`src/rtl/fp_mul_iter.sv`:
```
// Iterative IEEE-754 single-precision multiplier (radix-2 shift-add, truncating).
// Latency: out_valid rises 27 cycles after the accept edge, independent of operands.
// Backpressure: one operation in flight; in_ready only in IDLE, result held in DONE until out_ready.
module fp_mul_iter #(
  parameter int XLEN = 32
) (
  input  logic            clk,
  input  logic            rst,
  input  logic [XLEN-1:0] A,
  input  logic [XLEN-1:0] B,
  input  logic            in_valid,
  output logic            in_ready,
  output logic [XLEN-1:0] result,
  output logic            overflow,
  output logic            underflow,
  output logic            exception,
  output logic            out_valid,
  input  logic            out_ready
);

  typedef enum logic [2:0] {IDLE, UNPACK, MUL, NORM, DONE} state_t;

  state_t             r_state;
  logic [XLEN-1:0]    r_a;
  logic [XLEN-1:0]    r_b;
  logic [23:0]        r_ma;        // multiplicand mantissa with hidden bit
  logic [47:0]        r_p;         // {partial sum, remaining multiplier bits}
  logic               r_sign;
  logic signed [9:0]  r_exp;       // biased exponent, wide enough for sums and the +1
  logic [4:0]         r_cnt;
  logic               r_norm_ph;   // NORM phase: 0 = normalize, 1 = classify and pack
  logic [22:0]        r_mant;
  logic               r_in_ready;
  logic               r_out_valid;
  logic [XLEN-1:0]    r_result;
  logic               r_ovf;
  logic               r_unf;
  logic               r_exc;

  logic [7:0]         w_ea;
  logic [7:0]         w_eb;
  logic               w_exc;
  logic               w_zero;
  logic [24:0]        w_sum;

  assign w_ea   = r_a[30:23];
  assign w_eb   = r_b[30:23];
  assign w_exc  = (w_ea == 8'hFF) || (w_eb == 8'hFF);
  assign w_zero = (w_ea == 8'h00) || (w_eb == 8'h00);

  // One shift-add step: add the multiplicand into the upper half when the
  // current multiplier bit (LSB of r_p) is set; the caller shifts right by one.
  assign w_sum = {1'b0, r_p[47:24]} + (r_p[0] ? {1'b0, r_ma} : 25'd0);

  assign in_ready  = r_in_ready;
  assign out_valid = r_out_valid;
  assign result    = r_result;
  assign overflow  = r_ovf;
  assign underflow = r_unf;
  assign exception = r_exc;

  // Control FSM and datapath with registered outputs.
  always_ff @(posedge clk) begin
    if (rst) begin
      r_state     <= IDLE;
      r_a         <= '0;
      r_b         <= '0;
      r_ma        <= '0;
      r_p         <= '0;
      r_sign      <= 1'b0;
      r_exp       <= '0;
      r_cnt       <= '0;
      r_norm_ph   <= 1'b0;
      r_mant      <= '0;
      r_in_ready  <= 1'b1;
      r_out_valid <= 1'b0;
      r_result    <= '0;
      r_ovf       <= 1'b0;
      r_unf       <= 1'b0;
      r_exc       <= 1'b0;
    end else begin
      case (r_state)
        IDLE: begin
          if (in_valid && r_in_ready) begin
            r_a        <= A;
            r_b        <= B;
            r_in_ready <= 1'b0;
            r_state    <= UNPACK;
          end
        end
        UNPACK: begin
          r_ma      <= {1'b1, r_a[22:0]};
          r_p       <= {24'd0, 1'b1, r_b[22:0]};
          r_sign    <= r_a[31] ^ r_b[31];
          r_exp     <= $signed({2'b00, w_ea}) + $signed({2'b00, w_eb}) - 10'sd127;
          r_cnt     <= '0;
          r_state   <= MUL;
        end
        MUL: begin
          r_p <= {w_sum, r_p[23:1]};
          if (r_cnt == 5'd23) begin
            r_cnt     <= '0;
            r_norm_ph <= 1'b0;
            r_state   <= NORM;
          end else begin
            r_cnt <= r_cnt + 5'd1;
          end
        end
        NORM: begin
          if (!r_norm_ph) begin
            // Product of two [1,2) mantissas lies in [1,4); truncate below the kept bits.
            if (r_p[47]) begin
              r_mant <= r_p[46:24];
              r_exp  <= r_exp + 10'sd1;
            end else begin
              r_mant <= r_p[45:23];
            end
            r_norm_ph <= 1'b1;
          end else begin
            r_ovf <= 1'b0;
            r_unf <= 1'b0;
            r_exc <= 1'b0;
            if (w_exc) begin
              r_result <= 32'h7FC0_0000;
              r_exc    <= 1'b1;
            end else if (w_zero) begin
              r_result <= {r_sign, 31'd0};
            end else if (r_exp >= 10'sd255) begin
              r_result <= {r_sign, 8'hFF, 23'd0};
              r_ovf    <= 1'b1;
            end else if (r_exp <= 10'sd0) begin
              r_result <= {r_sign, 31'd0};
              r_unf    <= 1'b1;
            end else begin
              r_result <= {r_sign, r_exp[7:0], r_mant};
            end
            r_norm_ph   <= 1'b0;
            r_out_valid <= 1'b1;
            r_state     <= DONE;
          end
        end
        DONE: begin
          if (out_ready) begin
            r_out_valid <= 1'b0;
            r_in_ready  <= 1'b1;
            r_state     <= IDLE;
          end
        end
        default: begin
          r_state    <= IDLE;
          r_in_ready <= 1'b1;
        end
      endcase
    end
  end

endmodule
```
`config.mk`:
```
export PLATFORM = sky130hd
export DESIGN_NAME = fp_mul_iter
export DESIGN_NICKNAME = d
export VERILOG_FILES = /design/src/rtl/fp_mul_iter.sv
export SDC_FILE = /design/constraint.sdc
export NUM_CORES = 1
export LEC_CHECK = 0
export CORE_MARGIN = 1
export CORE_UTILIZATION = 55
export CTS_BUF_LIST = sky130_fd_sc_hd__clkbuf_16
export CTS_CLUSTER_DIAMETER = 100
export DETAILED_ROUTE_END_ITERATION = 10
export PLACE_DENSITY = 0.78
export SLEW_MARGIN = 20
export SYNTH_ARGS = -nofsm -noshare
export SYNTH_HDL_FRONTEND = slang
export SYNTH_SLANG_ARGS = --single-unit
```
`constraint.sdc`:
```
create_clock -name clk -period 4.2 [get_ports clk]
set_input_delay 1.05 -clock clk [delete_from_list [all_inputs] [get_ports clk]]
set_output_delay 1.05 -clock clk [all_outputs]
set_load 0.05 [all_outputs]
```
==> flow_summary.toml <==
[status]
status = "complete, no violations"

[clocking]
clock_latency_ns = 0.51
cts_buffer_depth = 3
cts.reportedPaths.clkPinSlew_ns = 0.07
holdBufCountCts = 0
htreeDepth = 1
cts_tree = "yes"
post_cts_buffers = 0
numCtsBuffers = 22
clock_sinks = 216
ctsResizeCount = 0
cts_root_buf = "clkbuf_16"

[cells_and_area]
syn2layout_area_growth_pct = 17.88
num_antenna_cells = 0
drive_gt1_share_pct = 4.665
final_cell_mix = "nand2_1 (278), dfxtp_1 (216), a21oi_1 (139), nor2_1 (117), clkdlybuf4s50_1 (103)"
nets = 1425
final_common_cell = "nand2_1"
postLayoutCellArea_sq_um = 11930

[worst_setup_path]
r2r-start = "r_p[0]"
path_cells = "buf_4, and2_1, ha_1, inv_1, fa_1, nand2b_1, a21oi_1, o211ai_4, a211oi_2, o211ai_1, a211oi_1"
slowest_delay_ns = 0.38
reg2reg_to = "r_p[47]"
cp.required_ns = 4.60
cp.arrival_ns = 3.33
worstSetupEndpointType = "register"
critical-path-top-delay-family = "compound AO/OA/AOI/OAI gates"
path_max_fanout = 25
startpoint_type = "register"
cp.depth = 11
cp_num_buf_inv = 2
rrSetupSlack_ns = 1.27
crit_end = "r_p[47]"
r2r_cells = 11
crit_start = "r_p[0]"
cpMaxStageDelayCell = "fa_1"
critPathKind = "register to register"

[global_routing]
first_global_vias = 7746
grt_max_degree = 72
grtUsageTotal_pct = 24.11
grt.overflow.total = 0
grt_pass1_wl_mm = 37.38
antenna_found_initial = 0

[floorplanning]
die_y_um = 137.7
core_area_sq_um = 18020
start_util_pct = 56.15
dieArea_sq_um = 18950
row_count = 49
ios = 105
die_x_um = 137.7

[synthesis]
synthMuxAreaShare_pct = 2.670
ys_seq_area_share_pct = 42.72
async_reset_ff_share_pct = 0
ys_types = 64
synth.net_count = 1366
ys.flop_type = "dfxtp_1"
synth-compound-area-share_pct = 21.31
synth-edff-count = 0
avgSynthCellArea_sq_um = 8.071
synth_top_family_by_area = "simple AND/OR/NAND/NOR gates"
synth-simple-area-share_pct = 22.09
synthTopCellsByArea = "dfxtp_1 (43%), nand2_1 (10%), a21oi_1 (6.9%), ha_1 (5.2%), nor2_1 (4.4%)"
synth_adder_area_share_pct = 5.588
yosys.area.top_type = "dfxtp_1"
syn_area_sq_um = 10120
synth_xor_xnor_area_share_pct = 1.471
syn_inst = 1254
yosysTopAreaCellShare_pct = 42.72
synth_warnings = 0
synth_seq_cells = 216

[sta]
slew_viol_final = 0
setup_slack_ns = 1.266
tns_ns = 0
hold_viol = 0
relSlewSlack_pct = 33.81
rsz0062_at_grt = "no"
setup_violations = 0
worst_pin_slew_ns = 0.9853
max_freq_ghz = 0.3409
skew_ns = 0.006432
hold_ws_ns = 0.4486
timing.final.crit_share_pct = 69.85
period_minus_slack_ns = 2.934

[placement]
hpwl_mm = 15.40
place_area_sq_um = 11230
gp_congestion = 0.9020
port_buffers = 104
dp_slack_ns = 1.011

[routing]
vias = 8813
routed_wl_mm = 22.65
drt_first_pass_iters = 5
ant_nets = 0
viasPerCell = 5.657
wire_per_inst_um = 14.54
drc = 0
drtIter0Drc = 552

[flow_run]
maxCapViolCount = 0

[power]
powerDensity_nw_per_um2 = 399.9
ir_drop_v = 0.0002932
p_leak_nw = 4.465

[worst_hold_path]
min_path_type = "register to register"
-- stage by stage --
step / instances / power, mW / util (%)
detailed placement: 1518 / 2.923 / 62.29
CTS: 1558 / 4.804 / 66.15
finish: 1558 / 4.771 / 66.19
global placement: 1518 / 2.911 / 62.29
global route: 1558 / 4.984 / 66.19
floorplan: 1254 / 2.727 / -
-- cells in the mapped netlist (11+ instances only) --
| library cell | count |
|---|---|
| nand2_1 | 279 |
| dfxtp_1 | 216 |
| a21oi_1 | 139 |
| nor2_1 | 118 |
| clkbuf_1 | 62 |
| ha_1 | 42 |
| o21ai_0 | 36 |
| a211oi_1 | 32 |
| and2_1 | 29 |
| mux2i_1 | 27 |
| a311oi_1 | 25 |
| a22o_1 | 22 |
| buf_2 | 20 |
| inv_1 | 19 |
| a21o_1 | 14 |
| nand4_1 | 13 |
| nor3_1 | 13 |
| xnor2_1 | 12 |
| nand3_1 | 11 |
-- kinds of logic (layout without fill, tap and decap cells) --
group,Yosys count,after routing
AO/OA/AOI/OAI,333,333
XOR/XNOR,17,17
adder cells (fa/ha/maj),44,44
buffers and inverters,103,178
flip-flops,216,216
multiplexers,27,27
AND/OR/NAND/NOR,514,514
-- worst min-delay path by stage --
stage / from / end / slack [ns] / cells after the start
floorplan: r_ma[23] / r_ma[23] / 0.43 / 2
CTS: r_a[17] / r_ma[17] / 0.45 / 2
detailed placement: exception / exception / 0.44 / 1
global route: r_ma[21] / r_ma[21] / 0.46 / 2
finish: r_ma[21] / r_ma[21] / 0.45 / 2
global placement: exception / exception / 0.44 / 1
-- flip-flops by register name (all words and copies together), names as in the netlist, 5 cells and up --
register and cells:
r_p 48, r_a 32, r_b 32, result 32
r_ma 24, r_mant 23, r_exp 10, r_cnt 5
-- area by class of cell --
type                       count  area [sq um]
sequential                   216          4324
clock buffer                  22         550.5
fill                        1567          6095
timing repair buffer         119          1151
clock inverter                18         146.4
tap                          229         286.5
inverter                      19         71.32
multi-input combinational    935          5400
-- metal layers --
layer  global-route usage [%]  part of all wire, %
met3                    2.612                  4.5
met1                    35.72                   50
met5                        0                    0
met2                    36.63                   44
met4                    6.899                  2.1
-- tightest hold or removal path, stage by stage (launching register included) --
cell     delay [ns]
dfxtp_1        0.30
nand2_1        0.05
a21oi_1        0.05
-- where the power goes --
| group | switching (mW) | internal, mW |
|---|---|---|
| registers | 0.0956 | 2.17 |
| clock network | 0.803 | 1.08 |
| logic | 0.386 | 0.238 |
(Power assumes the default switching activity.)
